## config.mk

```make
export PLATFORM = sky130hd
export DESIGN_NAME = fp_add_issue_queue
export DESIGN_NICKNAME = d
export VERILOG_FILES = /design/src/rtl/fp_add_issue_queue.sv
export SDC_FILE = /design/constraint.sdc
export NUM_CORES = 1
export LEC_CHECK = 0
export ABC_AREA = 1
export BUFFER_PORTS_ARGS = -buffer_cell sky130_fd_sc_hd__buf_2
export CAP_MARGIN = 20
export CORE_ASPECT_RATIO = 0.5
export CORE_MARGIN = 3
export CORE_UTILIZATION = 40
export CTS_BUF_LIST = sky130_fd_sc_hd__clkbuf_8
export DETAILED_ROUTE_END_ITERATION = 10
export PLACE_DENSITY_LB_ADDON = 0.05
export SETUP_SLACK_MARGIN = 0.2
export SYNTH_ARGS = -nofsm -noshare
export SYNTH_HDL_FRONTEND = slang
export SYNTH_SLANG_ARGS = --single-unit
export TNS_END_PERCENT = 100
```

## constraint.sdc

```tcl
create_clock -name clk -period 4.5 [get_ports clk]
set_clock_uncertainty 0.05 [all_clocks]
set_input_delay 0.9 -clock clk [delete_from_list [all_inputs] [get_ports clk]]
set_output_delay 0.9 -clock clk [all_outputs]
set_load 0.02 [all_outputs]
```

## src/rtl/fp_add_issue_queue.sv

```systemverilog
// Streaming front end for the multi-cycle fpadd unit: queues tagged operand
// pairs, issues one at a time, waits out the adder latency and returns the sum.
module fp_add_issue_queue #(
  parameter int DEPTH   = 4,
  parameter int TAG_W   = 4,
  parameter int LATENCY = 26,
  parameter int TIMEOUT = 64
) (
  input  logic                     clk,
  input  logic                     reset,
  input  logic                     in_valid,
  output logic                     in_ready,
  input  logic [31:0]              in_a,
  input  logic [31:0]              in_b,
  input  logic [TAG_W-1:0]         in_tag,
  output logic                     add_start,
  output logic [31:0]              add_a,
  output logic [31:0]              add_b,
  input  logic                     add_done,
  input  logic [31:0]              add_sum,
  output logic                     out_valid,
  input  logic                     out_ready,
  output logic [31:0]              out_sum,
  output logic [TAG_W-1:0]         out_tag,
  output logic                     out_err,
  output logic                     busy,
  output logic [$clog2(DEPTH):0]   count
);

  localparam int AW = $clog2(DEPTH);
  localparam int CW = $clog2(TIMEOUT) + 1;
  localparam int EW = TAG_W + 64;
  localparam logic [CW-1:0] LAT_M1 = CW'(LATENCY - 1);
  localparam logic [CW-1:0] TO_M1  = CW'(TIMEOUT - 1);
  localparam logic [AW:0]   FULL_CNT = (AW+1)'(DEPTH);

  typedef enum logic [1:0] {IDLE, ISSUE, WAIT, HOLD} state_t;

  state_t             state;
  logic [EW-1:0]      mem [DEPTH];
  logic [AW-1:0]      wr_ptr, rd_ptr;
  logic [CW-1:0]      wait_cnt;
  logic [TAG_W-1:0]   cur_tag;
  logic [EW-1:0]      head;
  logic               full, empty, push, pop;

  assign full     = (count == FULL_CNT);
  assign empty    = (count == '0);
  assign in_ready = !full;
  assign push     = in_valid && !full;
  // The only pop points are leaving IDLE and completing a HOLD handshake.
  assign pop      = !empty && ((state == IDLE) || (state == HOLD && out_ready));
  assign head     = mem[rd_ptr];
  assign busy     = (state != IDLE) || !empty;

  always_ff @(posedge clk) begin
    if (push) mem[wr_ptr] <= {in_tag, in_a, in_b};
  end

  always_ff @(posedge clk or negedge reset) begin
    if (!reset) begin
      wr_ptr <= '0;
      rd_ptr <= '0;
      count  <= '0;
    end else begin
      if (push) wr_ptr <= wr_ptr + 1'b1;
      if (pop)  rd_ptr <= rd_ptr + 1'b1;
      case ({push, pop})
        2'b10:   count <= count + 1'b1;
        2'b01:   count <= count - 1'b1;
        default: count <= count;
      endcase
    end
  end

  always_ff @(posedge clk or negedge reset) begin
    if (!reset) begin
      state     <= IDLE;
      add_start <= 1'b0;
      add_a     <= '0;
      add_b     <= '0;
      cur_tag   <= '0;
      wait_cnt  <= '0;
      out_valid <= 1'b0;
      out_sum   <= '0;
      out_tag   <= '0;
      out_err   <= 1'b0;
    end else begin
      add_start <= 1'b0;
      case (state)
        IDLE: begin
          if (pop) begin
            add_a     <= head[63:32];
            add_b     <= head[31:0];
            cur_tag   <= head[EW-1:64];
            add_start <= 1'b1;
            state     <= ISSUE;
          end
        end
        ISSUE: begin
          wait_cnt <= '0;
          state    <= WAIT;
        end
        WAIT: begin
          // done may be stale from the previous op until LATENCY-1 has elapsed
          if (wait_cnt >= LAT_M1 && add_done) begin
            out_sum   <= add_sum;
            out_tag   <= cur_tag;
            out_err   <= 1'b0;
            out_valid <= 1'b1;
            state     <= HOLD;
          end else if (wait_cnt == TO_M1) begin
            out_sum   <= add_sum;
            out_tag   <= cur_tag;
            out_err   <= 1'b1;
            out_valid <= 1'b1;
            state     <= HOLD;
          end else begin
            wait_cnt <= wait_cnt + 1'b1;
          end
        end
        HOLD: begin
          if (out_ready) begin
            out_valid <= 1'b0;
            if (pop) begin
              add_a     <= head[63:32];
              add_b     <= head[31:0];
              cur_tag   <= head[EW-1:64];
              add_start <= 1'b1;
              state     <= ISSUE;
            end else begin
              state <= IDLE;
            end
          end
        end
        default: state <= IDLE;
      endcase
    end
  end

endmodule

```

==> reports/results.txt, run 1 <==
outcome: completed
CTS tree: built
maxcap violations: 0
CTS sink count: 395
DP Cell Count: 1886
final worst path period share: 65.5%
Initial Util: 41.6%
routed len/inst: 18.7 um
Largest stage delay, worst path: 0.96 ns
global-route wire length before repair: 57.6 mm
Critical Path Fanout Max: 42
PwrDens: 713 nW/um^2
sw power: 0.00504 W
First-pass DRT Iterations: 7
sw frac: 39.3%
Post-synth EDFFs: 272
Synth Warn #: 0
relative max-transition margin: 39.1%
CP startpoint: state[0]
core area: 36800 sq um
clk slew on worst S/H paths: 0.07 ns
Worst Hold Class: input port to async pin
Top Family by Delay on Critical Path: simple AND/OR/NAND/NOR gates
final setup TNS: 0 ns
Vias: 10100
Flop pwr share: 41.5%
sequential element share of the synthesized area: 73.6%
top-count cell post-synth: edfxtp_1
Met2 Routed Length: 17.6 mm
chip width: 282 um
prevailing post-synth register cell: edfxtp_1
total gr overflow: 0
top post-synthesis cells by area: edfxtp_1 53%, dfrtp_1 20%, o21ai_0 6.2%
Worst-Margin Slew: 0.914 ns
Synth Area in Simple Gates: 11.4%
Std-Cell Rows: 49
initial antenna violation count: 2
mux cell area share after synthesis: 0%
Detail Placement HPWL: 20.5 mm
CTS root buf: clkbuf_8
Post-Route WL: 37.4 mm
CTS Hold Bufs: 0
I/O pins: 213
Total GRT Usage: 18.3%
most frequent cells after synthesis: 272 x edfxtp_1, 227 x nand2_1, 190 x o21ai_0
Synth Area in Compound Gates: 10.1%
Synth-to-Final Area Change: 17.7%
area share of the largest cell type after synthesis: 53.4%
port bufs: 212
ys async rst share: 31.1%
die area: 40700 sq um
met3 WL: 1.86 mm
largest net degree at the start of global routing: 90
largest family of logic cells by synthesized area: simple AND/OR/NAND/NOR gates
fill count: 3332
CP Cell Sequence: inv_1 -> ha_1 -> nand4_2 -> nand2_2 -> nor2_1 -> a21oi_2
Finish-stage setup viols: 0
RSZ-0062 raised after global routing: false
DR top layer: met5
CP Launch Type: flop
number of distinct library cells after synthesis: 32
number of diodes: 0
syn_area_per_cell: 12.2 sq um
Post-Synth Adder-Cell Area: 1.11%
fraction of layout cells with a size suffix above 1: 21.8%
Layout Cells excl Fill: 1994
die height: 144 um
worst hold slack: 0.267 ns
total CTS buffers: 57
htree depth: 2
Pint: 0.00779 W
cts repair resizes: 0
post-CTS setup buffers: 0
Clock Power Share: 22.2%
Mapped Area: 15300 sq um
vias per cell: 5.05
CP Data Required Time: 4.96 ns
fmax: 0.339 GHz
final slew viol count: 0
Comb power frac: 36.2%
slowest stage cell, crit path: nand2_2
Nets: 1580
crit end category: flop
Crit path arrival time: 3.41 ns
Remaining DRCs: 0
Detail Route Antenna Nets: 0
GPL Wtd Cong: 0.738
maximum buffer depth of the clock tree: 3
FF+latch count, synth: 395
Hold Violations, Final: 0
leading area contributor after synthesis: edfxtp_1
Post-Synth XOR/XNOR Area: 0.401%
DRT met1 WL: 17.3 mm
crit path time final: 2.95 ns
Initial DRC Count: 596
leak pwr: 7.13 nW
CP Buf/Inv Count: 1
vias in the first global route: 9971
Max VDD drop: 0.000398 V
Synth Net Count: 1367
Syn Inst Count: 1249
clk_lat worst skew: 0.60 ns
RR Startpoint: state[0]
critical path class: flop to flop
-- area by class of cell --
class | instances | area (sq um) | area share, %
clock buffer | 69 | 950 | 5.28
clock inverter | 38 | 204 | 1.13
inverter | 33 | 126 | 0.703
multi-input combinational | 746 | 3570 | 19.8
sequential | 395 | 11300 | 62.6
tap | 484 | 606 | 3.37
timing repair buffer | 229 | 1280 | 7.13
-- metrics by stage --
stage / setup WS (ns) / area, sq um / total power (W) / utilization [%]
6_report: 1.55 / 18000 / 0.0128 / 48.9
5_1_grt: 1.18 / 18000 / 0.0138 / 48.9
4_1_cts: 1.52 / 18000 / 0.0130 / 48.8
3_5_place_dp: 1.48 / 16800 / 0.0101 / 45.7
3_3_place_gp: 1.55 / 16800 / 0.0100 / 45.7
2_1_floorplan: 0.0236 / 15300 / 0.00853 / -
-- cells by family after synthesis --
family,after synthesis
flops,395
compound gates,288
buf+inv,108
simple gates,438
fa+ha+maj,13
xor+xnor,7
-- layout by cell type, fill, tap and decap left out, types with 2 or more instances in the layout --
cell       synthesis  layout
inv_1             30      54
nor2_1           158     154
o21ai_1           21      21
nand3_2            2       2
edfxtp_1         272     272
buf_4              4      10
inv_2              3       3
a21oi_2            4       4
buf_2             20     211
o22ai_1           68      68
dfrtp_1          123     121
nand2_1          227     226
xor2_1             5       5
buf_12             1       7
nand3_1           39      39
o21ai_0          190     190
nand4_1            3       3
ha_1              12      12
bufinv_16          0       2
nand2_2            3       4
clkinv_2           0       3
nor2_4             0       5
clkinv_1           0       7
a21oi_1            4       4
xnor2_1            2       2
clkbuf_8           0      69
-- worst paths after layout --
path	to	slack, ns	cells past startpoint
worst max-delay path	out_tag[2]	1.55	6
worst min-delay path	wait_cnt[0]	0.27	1
worst max register to register	out_tag[2]	1.55	6
worst min register to register	add_b[8]	0.44	2
max in group asynchronous	add_a[10]	3.34	2
min in group clk	add_b[8]	0.44	2
-- routing by layer --
| layer | GRT usage (%) | vias to the layer above |
|---|---|---|
| met5 | 0 | - |
| met4 | 4.48 | 4 |
| met3 | 3.76 | 63 |
| met2 | 30.5 | 223 |
| met1 | 24.9 | 4948 |
| li1 | - | 4826 |
-- power by group through the flow --
stage | Sequential (W) | Combinational, W | Clock (W)
6_report | 0.00533 | 0.00465 | 0.00285
3_5_place_dp | 0.00541 | 0.00472 | 0
4_1_cts | 0.00534 | 0.00473 | 0.00296
2_1_floorplan | 0.00583 | 0.00270 | 0
5_1_grt | 0.00542 | 0.00524 | 0.00313
3_3_place_gp | 0.00538 | 0.00466 | 0
-- registers in the layout, summed over array words and instances, names as in the netlist, 2 cells and up --
signal	count
count	3
state	2
add_b	32
mem	272
wr_ptr	2
out_sum	32
add_a	32
rd_ptr	2
cur_tag	4
wait_cnt	7
out_tag	4
Power figures use the tool's default switching activity.
==> inputs of run 2 (changes only) <==
clock period = 2.9 ns   (was 4.5 ns; I/O delays follow)
==> run 2 against run 1 <==
Flip-flop and latch count did not move. Routed wire length rose by 0.34%. Sequential power rose by 55%. Core utilization rose by 0.49 points. Total power rose by 58%. Critical path depth fell by 2. First-iteration DRC count fell by 12%. Critical path type is now flop to output port. Largest power group unchanged. Highest routed layer unchanged.
==> reports/results.txt, run 2 (synthesis gave the netlist of run 1 again) <==
Total GRT Usage: 18.5% (was 18.3%)
Detail Route Antenna Nets: 0 (unchanged)
outcome: completed (unchanged)
Largest register FFs: 272 (unchanged)
final slew viol count: 0 (unchanged)
Max VDD drop: 0.000542 V (was 0.000398 V)
First-pass DRT Iterations: 5 (was 7)
clk_lat worst skew: 0.60 ns (about the same)
Crit path arrival time: 1.77 ns (was 3.41 ns)
Initial DRC Count: 523 (was 596)
total CTS buffers: 56 (was 57)
I/O pins: 213 (unchanged)
destination of the critical timing path: busy (was out_tag[2])
Top reg by flops: mem (unchanged)
CP Buf/Inv Count: 2 (was 1)
Detail Placement HPWL: 20.7 mm (was 20.5 mm)
vias in the first global route: 10200 (was 9971)
critical path class: flop to output port (was flop to flop)
Crit. path cell count: 4 (was 6)
cts repair resizes: 0 (unchanged)
placed cell area: 17000 sq um (was 16800 sq um)
PwrDens: 1120 nW/um^2 (was 713 nW/um^2)
Hold Violations, Final: 0 (unchanged)
core area: 36800 sq um (unchanged)
fmax: 0.416 GHz
initial antenna violation count: 2 (unchanged)
die height: 144 um (unchanged)
Worst Hold Class: input port to flop (was input port to async pin)
port bufs: 212 (unchanged)
global-route wire length before repair: 58.2 mm (was 57.6 mm)
final worst path period share: 82.8%
r2r endpoint: count[2] (was out_tag[2])
maximum buffer depth of the clock tree: 3 (unchanged)
crit path time final: 2.40 ns
most common cell after layout, fill and taps aside: edfxtp_1 (unchanged)
CP Data Required Time: 2.27 ns (was 4.96 ns)
CTS tree: built (unchanged)
DRT met1 WL: 17.2 mm (was 17.3 mm)
Synth-to-Final Area Change: 18.9% (was 17.7%)
leak pwr: 7.19 nW (was 7.13 nW)
Worst-Margin Slew: 0.884 ns (was 0.914 ns)
chip width: 282 um (unchanged)
relative max-transition margin: 41.1% (was 39.1%)
Vias: 10100 (about the same)
maxcap violations: 0 (unchanged)
die area: 40700 sq um (unchanged)
DR top layer: met5 (unchanged)
FF-to-FF path depth: 12 (was 6)
htree depth: 2 (unchanged)
Design Area, Final: 18200 sq um (was 18000 sq um)
Finish-stage setup viols: 0 (unchanged)
total chip power: 0.0203 W (was 0.0128 W)
routed len/inst: 18.7 um (about the same)
Met2 Routed Length: 17.8 mm (was 17.6 mm)
Post-Route WL: 37.5 mm (was 37.4 mm)
GPL Wtd Cong: 0.776 (was 0.738)
FF-to-FF setup slack: 0.58 ns (was 1.55 ns)
largest net degree at the start of global routing: 70 (was 90)
CTS sink count: 395 (unchanged)
CP Cell Sequence: inv_1 -> ha_1 -> nand2_1 -> buf_2 (was inv_1 -> ha_1 -> nand4_2 -> nand2_2 -> nor2_1 -> a21oi_2)
Remaining DRCs: 0 (unchanged)
CP Launch Type: flop (unchanged)
clk slew on worst S/H paths: 0.07 ns (about the same)
crit end category: output port (was flop)
slowest stage cell, crit path: dfrtp_1 (was nand2_2)
Nets: 1589 (was 1580)
total gr overflow: 0 (unchanged)
Top Family by Delay on Critical Path: flip-flops (was simple AND/OR/NAND/NOR gates)
Largest stage delay, worst path: 0.43 ns (was 0.96 ns)
CP startpoint: state[0] (unchanged)
CTS root buf: clkbuf_8 (unchanged)
final setup TNS: 0 ns (unchanged)
fraction of layout cells with a size suffix above 1: 23.0% (was 21.8%)
vias per cell: 5.04 (was 5.05)
post-CTS setup buffers: 0 (unchanged)
RSZ-0062 raised after global routing: false (unchanged)
commonest non-fill, non-tap cells in the layout: 272 x edfxtp_1, 226 x nand2_1, 211 x buf_2 (unchanged)
met3 WL: 1.98 mm (was 1.86 mm)
Initial Util: 41.6% (unchanged)
RR Startpoint: state[0] (unchanged)
Std-Cell Rows: 49 (unchanged)
Critical Path Fanout Max: 5 (was 42)
[run 2: cell count changes in the layout (fill, tap and decap cells not counted)]
cell and change:
buf_12 +4, diode_2 +1, clkinv_2 +7, clkinv_1 -4, inv_1 -9, clkbuf_8 +2
dlygate4sd3_1 +1, clkinvlp_4 +1, buf_4 +5, bufinv_16 +1
[run 2: cell type report]
class | count | area [sq um]
Multi-Input combinational cell | 746 | 3570
Clock inverter | 34 | 228
Fill cell | 3338 | 18600
Inverter | 33 | 126
Tap cell | 484 | 606
Sequential cell | 395 | 11300
Clock buffer | 71 | 977
Timing Repair Buffer | 239 | 1410
Antenna cell | 1 | 2.50
[run 2: report_power, final]
part	internal [W]	switching, W
logic	0.00225	0.00517
registers	0.00764	0.000631
clock network	0.00248	0.00213
[run 2: worst min path at each step]
stage,cells past startpoint,slack [ns],start,to
floorplan,0,0.23,reset,add_a[0]
global placement,2,0.42,add_b[11],add_b[11]
detailed placement,2,0.42,out_valid,out_valid
CTS,3,0.08,add_sum[20],out_sum[20]
global route,1,0.08,in_b[31],mem[0][31]
finish,3,0.13,add_sum[2],out_sum[2]
[run 2: through the flow]
step           hold WS [ns]  utilization, %  std cells  setup WS, ns
2_1_floorplan         0.234               -       1249        -0.429
3_3_place_gp          0.415            46.1       1896         0.677
3_5_place_dp          0.418            46.1       1896         0.596
4_1_cts              0.0752            49.4       2002         0.454
5_1_grt              0.0771            49.4       2003         0.349
6_report              0.132            49.4       2003         0.499
[run 2: routing by layer]
metal  up-vias  global-route usage [%]
met5         -                       0
met4         2                    4.21
met3        50                    3.84
met2       223                    31.3
met1      4974                    24.8
li1       4842                       -
[run 2: worst reg2reg max path, delay by kind of cell (launching register included)]
family / cells / cell delay (ns)
adders and majority gates: 3 / 0.77
buffers and inverters: 4 / 0.37
DFF: 1 / 0.43
and+or+nand+nor: 2 / 0.17
xor gates and xnor gates: 1 / 0.15
AOI/OAI and AO/OA: 2 / 0.26
[run 2: repair_timing]
item                       CTS  global route
setup endpoints to repair    0             0
hold endpoints to repair    35             0
hold buffers                 1             0
==> inputs of run 3 (changes only) <==
clock period = 2.5 ns   (was 2.9 ns; I/O delays follow)
==> run 3 against run 2 <==
Non-clock buffer count is 66 higher. Core utilization is 1.8 points higher. Register-to-register slack worse by 0.23 ns. Die area stayed put. Routed wire length is 1.6% higher. Cell count is 3.2% higher. Critical path type unchanged. Sequential share of layout area is 2.2 points lower. Hold slack worse by 0.079 ns. Clock power is 7.8% higher. Highest routed layer unchanged. Clock-buffer cell count is 7 lower. Design area is 3.7% higher. Worst setup slack worse by 0.16 ns. Largest cell class unchanged.
==> reports/results.txt, run 3 (synthesis gave the netlist of run 1 again) <==
outcome: completed (unchanged)
core area: 36800 sq um (unchanged)
global-route wire length before repair: 59.2 mm (was 58.2 mm)
PwrDens: 1250 nW/um^2 (was 1120 nW/um^2)
final slew viol count: 0 (unchanged)
Std-Cell Rows: 49 (unchanged)
r2r endpoint: count[2] (unchanged)
chip width: 282 um (unchanged)
Total GRT Usage: 18.8% (was 18.5%)
maximum buffer depth of the clock tree: 3 (unchanged)
final worst path period share: 86.5%
initial antenna violation count: 1 (was 2)
Largest stage delay, worst path: 0.46 ns (was 0.43 ns)
total chip power: 0.0235 W (was 0.0203 W)
vias in the first global route: 10500 (was 10200)
total CTS buffers: 56 (unchanged)
Finish-stage setup viols: 0 (unchanged)
commonest non-fill, non-tap cells in the layout: 272 x edfxtp_1, 224 x nand2_1, 211 x buf_2 (was 272 x edfxtp_1, 226 x nand2_1, 211 x buf_2)
sw frac: 39.3% (was 39.1%)
GPL Wtd Cong: 0.729 (was 0.776)
Nets: 1655 (was 1589)
Worst Hold Class: input port to flop (unchanged)
clk slew on worst S/H paths: 0.06 ns (was 0.07 ns)
Crit path arrival time: 1.61 ns (was 1.77 ns)
sw power: 0.00923 W (was 0.00793 W)
critical path class: flop to output port (unchanged)
Top Family by Delay on Critical Path: flip-flops (unchanged)
relative max-transition margin: 44.9% (was 41.1%)
Vias: 10400 (was 10100)
final setup TNS: 0 ns (unchanged)
fmax: 0.463 GHz
crit end category: output port (unchanged)
crit path time final: 2.16 ns
largest net degree at the start of global routing: 71 (was 70)
Top reg by flops: mem (unchanged)
Comb power frac: 38.2% (was 36.5%)
CTS root buf: clkbuf_8 (unchanged)
maxcap violations: 0 (unchanged)
Critical Path Fanout Max: 5 (unchanged)
worst hold stages: 1 (was 3)
Initial Util: 41.6% (unchanged)
Initial DRC Count: 674 (was 523)
slowest stage cell, crit path: dfrtp_1 (unchanged)
fill count: 3195 (was 3338)
M1 GR Usage: 24.7% (was 24.8%)
Clock Power Share: 21.2% (was 22.7%)
CP Launch Type: flop (unchanged)
hold wc startpoint: in_a[16] (was add_sum[2])
CP Buf/Inv Count: 2 (unchanged)
Max VDD drop: 0.000579 V (was 0.000542 V)
worst setup margin: 0.338 ns (was 0.499 ns)
Flop pwr share: 40.6% (was 40.7%)
RR Startpoint: state[1] (was state[0])
met2 Track Usage GR: 32.2% (was 31.3%)
DP Cell Count: 1897 (was 1896)
port bufs: 212 (unchanged)
Hold EP: mem[1][48] (was out_sum[2])
Detail Route Antenna Nets: 0 (unchanged)
total gr overflow: 0 (unchanged)
CP Data Required Time: 1.95 ns (was 2.27 ns)
clk_lat worst skew: 0.62 ns (was 0.60 ns)
Layout Cells excl Fill: 2067 (was 2003)
fraction of layout cells with a size suffix above 1: 22.0% (was 23.0%)
most common cell after layout, fill and taps aside: edfxtp_1 (unchanged)
routed len/inst: 18.4 um (was 18.7 um)
die height: 144 um (unchanged)
CTS tree: built (unchanged)
CTS sink count: 395 (unchanged)
met3 Use GR: 3.79% (was 3.84%)
Largest register FFs: 272 (unchanged)
I/O pins: 213 (unchanged)
leak pwr: 7.47 nW (was 7.19 nW)
Post-Route WL: 38.1 mm (was 37.5 mm)
htree depth: 2 (unchanged)
Pint: 0.0143 W (was 0.0124 W)
FF-to-FF setup slack: 0.35 ns (was 0.58 ns)
FF-to-FF path depth: 12 (unchanged)
vias per cell: 5.05 (was 5.04)
RSZ-0062 raised after global routing: true (was false)
First-pass DRT Iterations: 5 (unchanged)
CP Cell Sequence: inv_2 -> ha_4 -> nand2_2 -> buf_2 (was inv_1 -> ha_1 -> nand2_1 -> buf_2)
Hold Violations, Final: 0 (unchanged)
pre-CTS setup slack: 0.247 ns (was 0.596 ns)
number of diodes: 0 (was 1)
die area: 40700 sq um (unchanged)
Detail Placement HPWL: 21.0 mm (was 20.7 mm)
Worst-Margin Slew: 0.827 ns (was 0.884 ns)
busiest layer in global routing: met2 (unchanged)
worst hold slack: 0.0527 ns (was 0.132 ns)
Remaining DRCs: 0 (unchanged)
Synth-to-Final Area Change: 23.3% (was 18.9%)
-- run 3: worst reg2reg max path, delay by kind of cell, from the launching register on --
| kind | cells | cell delay [ns] |
|---|---|---|
| simple gates | 2 | 0.15 |
| flops | 1 | 0.46 |
| buf+inv | 4 | 0.29 |
| xor+xnor | 1 | 0.15 |
| fa+ha+maj | 3 | 0.68 |
| compound gates | 2 | 0.24 |
-- run 3: area by class of cell --
| cell class | instances | area (sq um) | area share (%) |
|---|---|---|---|
| flip-flops and latches | 395 | 11300 | 59.7 |
| clock inverters | 40 | 225 | 1.20 |
| multi-input cells | 746 | 3620 | 19.2 |
| well taps | 484 | 606 | 3.21 |
| repair buffers | 305 | 2130 | 11.3 |
| inverters | 33 | 129 | 0.684 |
| clock buffers | 64 | 881 | 4.67 |
-- run 3: worst max path at each step --
stage	cells after the start	to	slack [ns]	from
floorplan	4	mem[0][0]	0.22	count[1]
global placement	12	count[2]	0.27	state[0]
detailed placement	12	count[2]	0.25	state[0]
CTS	5	busy	0.22	count[0]
global route	12	count[2]	0.18	state[1]
finish	4	busy	0.34	state[1]
-- run 3: what timing repair did --
item,4_1_cts,5_1_grt
gates cloned,0,0
hold buffers,65,0
endpoints found under the setup margin,1,2
buffers inserted,0,1
gates resized for setup,5,7
endpoints found under the hold margin,217,0
-- run 3: per-layer routing --
layer / vias to the layer above / wire (um)
li1: 4974 / -
met3: 55 / 2090
met5: - / 18
met1: 5149 / 17300
met2: 251 / 18100
met4: 2 / 653
-- run 3: power groups by stage --
stage          registers [W]  clock network [W]  logic [W]
2_1_floorplan         0.0104                  0    0.00492
3_3_place_gp         0.00963                  0    0.00884
3_5_place_dp         0.00967                  0    0.00896
4_1_cts              0.00955            0.00516    0.00907
5_1_grt              0.00971            0.00547     0.0101
6_report             0.00954            0.00497    0.00897
-- run 3: metrics by stage --
step,instance area [sq um],utilization [%]
floorplan,15300,-
global placement,17000,46.3
detailed placement,17000,46.3
CTS,18800,51.1
global route,18800,51.2
finish,18800,51.2
